### config.mk
export PLATFORM = sky130hd
export DESIGN_NAME = ps2_rx_flat
export DESIGN_NICKNAME = d
export VERILOG_FILES = /design/src/rtl/ps2_rx_if.sv /design/src/rtl/ps2_rx.sv /design/src/flat_wrapper.sv
export SDC_FILE = /design/constraint.sdc
export NUM_CORES = 1
export LEC_CHECK = 0
export ABC_AREA = 0
export ABC_CLOCK_PERIOD_IN_PS = 1700
export CAP_MARGIN = 20
export CORE_MARGIN = 2
export CORE_UTILIZATION = 52
export DETAILED_ROUTE_END_ITERATION = 6
export PLACE_DENSITY = 0.71
export SLEW_MARGIN = 5
export SYNTH_ARGS = -nofsm -noshare
export SYNTH_HDL_FRONTEND = slang
export SYNTH_SLANG_ARGS = --single-unit
### constraint.sdc
create_clock -name clk -period 1.7 [get_ports clk]
set_input_delay 0.51 -clock clk [delete_from_list [all_inputs] [get_ports clk]]
set_output_delay 0.51 -clock clk [all_outputs]
set_load 0.02 [all_outputs]
### src/rtl/ps2_rx_if.sv
// PS/2 receiver port bundle: raw line inputs, enable,
// and the received byte with its status strobes.
interface ps2_rx_if;
  logic       ps2c;
  logic       ps2d;
  logic       rx_en;
  logic [7:0] scan_code;
  logic       scan_code_ready;
  logic       parity_err;
  logic       frame_err;

  modport master (
    output ps2c, ps2d, rx_en,
    input  scan_code, scan_code_ready,
    input  parity_err, frame_err
  );

  modport slave (
    input  ps2c, ps2d, rx_en,
    output scan_code, scan_code_ready,
    output parity_err, frame_err
  );
endinterface

### src/rtl/ps2_rx.sv
// PS/2 device-to-host frame receiver: synchronizes and
// de-glitches ps2c, shifts in 11-bit frames, flags errors.
module ps2_rx #(
  parameter int FILTER_LEN = 8,
  parameter int TIMEOUT    = 20000
) (
  input  logic     clk,
  input  logic     reset,
  ps2_rx_if.slave  bus
);

  localparam int WDW = $clog2(TIMEOUT + 1);

  typedef enum logic [1:0] {
    IDLE, DATA, PARITY, STOP
  } state_e;

  logic                  c_meta_q, c_sync_q;
  logic                  d_meta_q, d_sync_q;
  logic [FILTER_LEN-1:0] filt_sr_q;
  logic                  filt_q, filt_d;
  logic                  filt_prev_q;
  logic                  fall;
  logic                  wd_hit;

  state_e                state_q;
  logic [2:0]            bit_cnt_q;
  logic [7:0]            shift_q;
  logic                  par_q;
  logic [WDW-1:0]        wd_q;
  logic [7:0]            code_q;
  logic                  rdy_q, perr_q, ferr_q;

  always_comb begin
    filt_d = filt_q;
    if (&filt_sr_q)
      filt_d = 1'b1;
    else if (~|filt_sr_q)
      filt_d = 1'b0;
  end

  assign fall   = filt_prev_q & ~filt_q;
  assign wd_hit = (state_q != IDLE) &&
                  (wd_q >= WDW'(TIMEOUT - 1));

  // Line idle level is high, so everything resets to 1
  always_ff @(posedge clk or negedge reset) begin
    if (!reset) begin
      c_meta_q    <= 1'b1;
      c_sync_q    <= 1'b1;
      d_meta_q    <= 1'b1;
      d_sync_q    <= 1'b1;
      filt_sr_q   <= '1;
      filt_q      <= 1'b1;
      filt_prev_q <= 1'b1;
    end else begin
      c_meta_q    <= bus.ps2c;
      c_sync_q    <= c_meta_q;
      d_meta_q    <= bus.ps2d;
      d_sync_q    <= d_meta_q;
      filt_sr_q   <= {filt_sr_q[FILTER_LEN-2:0],
                      c_sync_q};
      filt_q      <= filt_d;
      filt_prev_q <= filt_q;
    end
  end

  always_ff @(posedge clk or negedge reset) begin
    if (!reset) begin
      state_q   <= IDLE;
      bit_cnt_q <= '0;
      shift_q   <= '0;
      par_q     <= 1'b0;
      wd_q      <= '0;
      code_q    <= '0;
      rdy_q     <= 1'b0;
      perr_q    <= 1'b0;
      ferr_q    <= 1'b0;
    end else begin
      rdy_q  <= 1'b0;
      perr_q <= 1'b0;
      ferr_q <= 1'b0;
      if (!bus.rx_en) begin
        state_q   <= IDLE;
        bit_cnt_q <= '0;
        wd_q      <= '0;
      end else if (wd_hit) begin
        state_q   <= IDLE;
        bit_cnt_q <= '0;
        wd_q      <= '0;
        ferr_q    <= 1'b1;
      end else begin
        if (fall || state_q == IDLE)
          wd_q <= '0;
        else if (wd_q != '1)
          wd_q <= wd_q + 1'b1;
        if (fall) begin
          unique case (state_q)
            IDLE: begin
              if (!d_sync_q) begin
                state_q   <= DATA;
                bit_cnt_q <= '0;
              end
            end
            DATA: begin
              shift_q   <= {d_sync_q, shift_q[7:1]};
              bit_cnt_q <= bit_cnt_q + 3'd1;
              if (bit_cnt_q == 3'd7)
                state_q <= PARITY;
            end
            PARITY: begin
              par_q   <= d_sync_q;
              state_q <= STOP;
            end
            STOP: begin
              state_q <= IDLE;
              if (!d_sync_q)
                ferr_q <= 1'b1;
              else if (^{shift_q, par_q}) begin
                code_q <= shift_q;
                rdy_q  <= 1'b1;
              end else
                perr_q <= 1'b1;
            end
            default: state_q <= IDLE;
          endcase
        end
      end
    end
  end

  assign bus.scan_code       = code_q;
  assign bus.scan_code_ready = rdy_q;
  assign bus.parity_err      = perr_q;
  assign bus.frame_err       = ferr_q;

endmodule

### src/flat_wrapper.sv
// flat-port wrapper written by rule: the top's interface ports become plain ports
module ps2_rx_flat 
#(
  parameter int FILTER_LEN = 8,
  parameter int TIMEOUT    = 20000
)
  (clk, reset, bus_ps2c, bus_ps2d, bus_rx_en, bus_scan_code, bus_scan_code_ready, bus_parity_err, bus_frame_err);
  ps2_rx_if bus_i ();
  input  logic clk;
  input  logic reset;
  input wire logic [$bits(bus_i.ps2c)-1:0] bus_ps2c;
  input wire logic [$bits(bus_i.ps2d)-1:0] bus_ps2d;
  input wire logic [$bits(bus_i.rx_en)-1:0] bus_rx_en;
  output wire logic [$bits(bus_i.scan_code)-1:0] bus_scan_code;
  output wire logic [$bits(bus_i.scan_code_ready)-1:0] bus_scan_code_ready;
  output wire logic [$bits(bus_i.parity_err)-1:0] bus_parity_err;
  output wire logic [$bits(bus_i.frame_err)-1:0] bus_frame_err;
  assign bus_i.ps2c = bus_ps2c;
  assign bus_i.ps2d = bus_ps2d;
  assign bus_i.rx_en = bus_rx_en;
  assign bus_scan_code = bus_i.scan_code;
  assign bus_scan_code_ready = bus_i.scan_code_ready;
  assign bus_parity_err = bus_i.parity_err;
  assign bus_frame_err = bus_i.frame_err;
  ps2_rx #(.FILTER_LEN(FILTER_LEN), .TIMEOUT(TIMEOUT)) u_core (.clk(clk), .reset(reset), .bus(bus_i));
endmodule
-- Word level (Yosys, flattened, before mapping)
Index checks and enable logic that the tools add are counted.
- word-level logic and storage cells: 79
- output and inout port bits: 11
- flip-flop bits (word level): 54
- input bits: 5
- reductions and logical operators: 12
- muxes and demuxes: 34
- $add $sub $neg: 2
- bitwise gates (word level): 3
- order comparisons: 1
- equality and inequality tests: 11
- operator list (kind ; number):
    15-bit two-way mux ; 4
    1-bit two-way mux ; 19
    15-bit by 1-bit adder with 15-bit output (second input constant) ; 1
    15-bit >= comparator (second input constant) ; 1
    15-bit != test (second input constant) ; 1
    3-bit two-way mux ; 4
    2-bit two-way mux ; 5
    9-bit XOR reduction ; 1
    4-bit by 1-bit != test with 1-bit output (second input constant) ; 2
    2-bit one-hot mux with 4 select lines ; 1
    4-bit AND reduction ; 2
    8-bit AND reduction ; 1
    8-bit OR reduction ; 1
    3-bit one-hot mux with 2 select lines ; 1
    3-bit AND reduction ; 2
    6-bit AND reduction ; 1
    2-bit == test (second input constant) ; 2
    4-bit by 2-bit != test with 1-bit output (second input constant) ; 1
    4-bit != test (second input constant) ; 1
    3-bit by 1-bit adder with 3-bit output (second input constant) ; 1
    3-bit == test (second input constant) ; 1
    3-bit by 1-bit != test with 1-bit output (second input constant) ; 1
    2-bit by 1-bit == test with 1-bit output (second input constant) ; 1
    2-bit logical NOT ; 1
    6 further kinds ; 7

-- Longest topological paths before layout
- word-level depth: 7
- mapped depth: 8
- mapped depth without buffers: 6

-- Least setup slack after synthesis
Ideal clock, no wire load.
- path type: register -> register
- start: register u_core.wd_q[0]
- end: register u_core.wd_q[9]
- buffers on the path: 2
- required time: 1.629 ns
- slack: -0.196 ns
- data arrival time: 1.825 ns
- cell stages (with the launch flop): 9
- library setup time: 0.071 ns
- clock period less this slack: 1.896 ns
- path through: dfrtp_1 > ha_1 > a21oi_1 > o211ai_2 > a311o_1 > or2_1 > buf_6 > buf_8 > nor2_1
- cells in the longest elaborated chain, start to end: 5
- elaborated cells on any way between the ends: 9
- those cells by class: 1 x add/sub; 1 x order compare; 2 x eq/ne; 4 x mux; 1 x reduce/logical
- ends and longest elaborated chain (item ; RTL line ; text):
    start: declaration ; ps2_rx.sv:30 ; logic [WDW-1:0] wd_q;
    start signal: assignment ; ps2_rx.sv:96 ; wd_q <= wd_q + 1'b1;
    15-bit by 1-bit adder with 15-bit output ; ps2_rx.sv:96 ;
    15-bit two-way mux ; ps2_rx.sv:95 ; else if (wd_q != '1)
    15-bit two-way mux ; ps2_rx.sv:93 ; if (fall || state_q == IDLE)
    15-bit two-way mux ; ps2_rx.sv:87 ; end else if (wd_hit) begin
    15-bit two-way mux ; ps2_rx.sv:83 ; if (!bus.rx_en) begin
Parallel ways exist; a longest one is shown, timed or not. The select of a mux whose other input is x is not followed.
A chain may end at the register's enable or synchronous reset.

-- Worst setup path after layout
- start: register u_core.shift_q[1]
- end: register u_core.code_q[6] (netlist: u_core.bus.scan_code[6])
- cells in the longest elaborated chain, start to end: 2
- ends and longest elaborated chain (item ; RTL line ; text):
    start: declaration ; ps2_rx.sv:28 ; logic [7:0] shift_q;
    start signal: assignment ; ps2_rx.sv:106 ; shift_q <= {d_sync_q, shift_q[7:1]};
    9-bit XOR reduction ; ps2_rx.sv:119 ; else if (^{shift_q, par_q}) begin
    6-bit AND reduction (no line) ; -- ;
    end signal: assignment ; ps2_rx.sv:120 ; code_q <= shift_q;
    end: declaration ; ps2_rx.sv:31 ; logic [7:0] code_q;
No other way between the ends.

==> results_dict.tcl <==
set metrics [dict create \
    drv_slew 0 \
    vias 1747 \
    grt.overflow.total 0 \
    cp_max_fo 8 \
    synth_area_leader_cell "dfrtp_1" \
    async_flop_share_pct 100 \
    die_h_um 71.7 \
    required_ns 1.90 \
    drc 0 \
    dr.first_iter.drc_count 87 \
    grt_max_degree 41 \
    placed_cell_area_sq_mm 0.00289 \
    clock_sink_count 54 \
    fin_ws_ns -0.232 \
    die_w_um 71.7 \
    start_util_pct 54.4 \
    grt_pass1_wl_mm 8.49 \
    fin_tns_setup_ns -5.50 \
    postRouteAntennaNets 0 \
    violations "setup timing" \
    synth_fp_nets 204 \
    cts_hold_buf 0 \
    clockBufferDepth 2 \
    fin_area_sq_mm 0.00323 \
    hp-class "input port to asynchronous set/reset pin" \
    rsz0062_at_grt "true" \
    synth_cell_types 38 \
    port-buffer-count 15 \
    drt-vias-per-instance 5.56 \
    clock_skew_ns 0.0130 \
    netlist_area_sq_mm 0.00238 \
    synth_cells 192 \
    hpwl_mm 3.42 \
    path_clk_slew_ns 0.10 \
    relSlewSlack_pct 73.2 \
    ir_drop_uv 707 \
    cts_tree "yes" \
    crit_buf_inv 0 \
    n_fill_cell 278 \
    yosys-top-cells-count "dfrtp_1 (40), nor2_1 (21), mux2_2 (16), nand2_1 (16), dfstp_2 (14)" \
    worstMarginPinSlew_ns 0.403 \
    fp.coreArea_sq_mm 0.00438 \
    cp_slowest_stage_delay_ns 0.44 \
    cts_max_level 2 \
    yosys_warnings 0 \
    p_leak_nw 1.55 \
    ys.flop_type "dfrtp_1" \
    ys_ff_latch 54 \
    ys_seq_area_share_pct 57.4 \
    end_kind "flip-flop" \
    grt.total_usage_pct 21.6 \
    num_io_pins 16 \
    synth.area.top_cells "dfrtp_1 (42%), dfstp_2 (15%), mux2_2 (7.6%)" \
    worstSetupPathType "flip-flop to flip-flop" \
    n_antenna_cell 0 \
    fin_hold_ws_ns 0.113 \
    fin_nets 273 \
    period_share_pct 114 \
    yosysMostFrequentCell "dfrtp_1" \
    drv_cap 0 \
    avgSynthCellArea_sq_um 12.4 \
    synth_edf_count 0 \
    stdcell_count 314 \
    die_area_sq_mm 0.00514 \
    critical_path.top_delay_family "XOR/XNOR gates" \
    grt_pass1_vias 1835 \
    start_kind "flip-flop" \
    multiInputGateArea_sq_mm 0.00117 \
    wire_per_inst_um 16.8 \
    post-place-cells 297 \
    critPathArrivalTime_ns 2.13 \
    pre_cts_ws_ns -0.428 \
    fin_crit_ns 1.93 \
    routed_wl_mm 5.29 \
    drive_above_1_share_pct 46.2 \
    gp_congestion 0.809 \
    cts_buffers 5 \
    fmax_mhz 518 \
    cp_slowest_cell "xnor3_2" \
    crit_chain "xnor2_2 > xnor2_2 > xnor3_2 > nor2_8 > mux2_4" \
    rows 24 \
    netlist.area_leader.share_pct 42.0 \
    cp_common_cell "xnor2_2" \
    p_per_area_mw_per_mm2 786 \
    clockRootBuffer "clkbuf_8" \
    antenna_found_initial 0 \
    insertion_delay_ns 0.31 \
    status "finished, violations left" \
    first_pass_iters 5 \
    setup_viol 36 \
    regArea_sq_mm 0.00137 \
    finalHoldViolCount 0 \
    syn2layout_area_growth_pct 35.5 \
]
-- final cells by class --
cell class                 count  share of cell area [%]
clock buffer                   5                    2.13
clock inverter                 3                   0.814
inverter                       4                   0.465
multi-input combinational    133                    36.2
sequential                    54                    42.4
tap                           52                    2.01
timing repair buffer          63                    16.0
-- worst reg2reg max path, stage by stage, from the launching register on --
cell and delay (ns):
dfrtp_1 0.42, xnor2_2 0.16, xnor2_2 0.22, xnor3_2 0.44, nor2_8 0.25, mux2_4 0.34
-- through the flow --
step           total power [W]  utilization (%)
6_report               0.00254             73.7
5_1_grt                0.00265             73.7
4_1_cts                0.00251             71.1
3_5_place_dp           0.00174             65.9
3_3_place_gp           0.00172             65.9
2_1_floorplan          0.00159                -
-- path summary, 6_finish.rpt --
path                                               start                                   to  slack [ns]  cells past startpoint
max reg2reg                u_core.shift_q[1]$_DFFE_PN0P_  u_core.bus.scan_code[6]$_DFFE_PN0P_       -0.23                      5
max in group asynchronous                          reset        u_core.filt_sr_q[0]$_DFF_PN1_        0.98                      2
min in group clk               u_core.c_meta_q$_DFF_PN1_            u_core.c_sync_q$_DFF_PN1_        0.36                      0
min reg2reg                    u_core.c_meta_q$_DFF_PN1_            u_core.c_sync_q$_DFF_PN1_        0.36                      0
min                                                reset  u_core.bus.scan_code[0]$_DFFE_PN0P_        0.11                      1
max                        u_core.shift_q[1]$_DFFE_PN0P_  u_core.bus.scan_code[6]$_DFFE_PN0P_       -0.23                      5
-- layout by cell type (no fill, tap or decap), types with 3 or more instances in the layout --
cell type,instances
clkdlybuf4s50_1,3
and3_1,3
mux2_4,7
dfrtp_1,40
mux2i_1,3
xor2_1,6
xnor2_1,10
dfstp_2,14
nor2_1,9
xnor2_2,3
buf_4,44
nand2_1,14
buf_6,3
dlygate4sd2_1,11
nand3_1,8
inv_1,4
nand2b_1,3
nor2_2,6
clkbuf_8,5
nor2_4,6
a21oi_4,3
mux2_2,9
ha_1,6
-- state kept, by name (all words and copies together), names as in the netlist --
register	flops
u_core.d_meta_q	1
u_core.bus.scan_code	8
u_core.c_meta_q	1
u_core.bit_cnt_q	3
u_core.bus.frame_err	1
u_core.bus.parity_err	1
u_core.filt_prev_q	1
u_core.filt_q	1
u_core.state_q	2
u_core.d_sync_q	1
u_core.shift_q	8
u_core.par_q	1
u_core.c_sync_q	1
u_core.wd_q	15
u_core.bus.scan_code_ready	1
u_core.filt_sr_q	8
-- power breakdown --
group | switching, W | internal, W
Clock | 0.000433 | 0.000304
Combinational | 0.000229 | 0.000204
Sequential | 0.0000292 | 0.00134
Total | 0.000691 | 0.00185
-- logic make-up after synthesis --
group | share of synthesized area, %
fa+ha+maj | 3.67
mux | 8.82
buf+inv | 1.73
xor+xnor | 7.93
simple gates | 14.3
flops | 57.4
compound gates | 6.09
-- what timing repair did --
item | in CTS | in global routing
gates resized for setup | 35 | 25
endpoints found under the setup margin | 45 | 38
setup buffers | 7 | 1
pin swaps | 16 | 10
cloned | 1 | 0
-- per-layer routing --
metal	share of wire [%]	GRT usage (%)
met2	53	38.0
met1	40	25.7
met5	0	0
met3	3.5	3.80
met4	3.0	10.1
(Power assumes the default switching activity.)
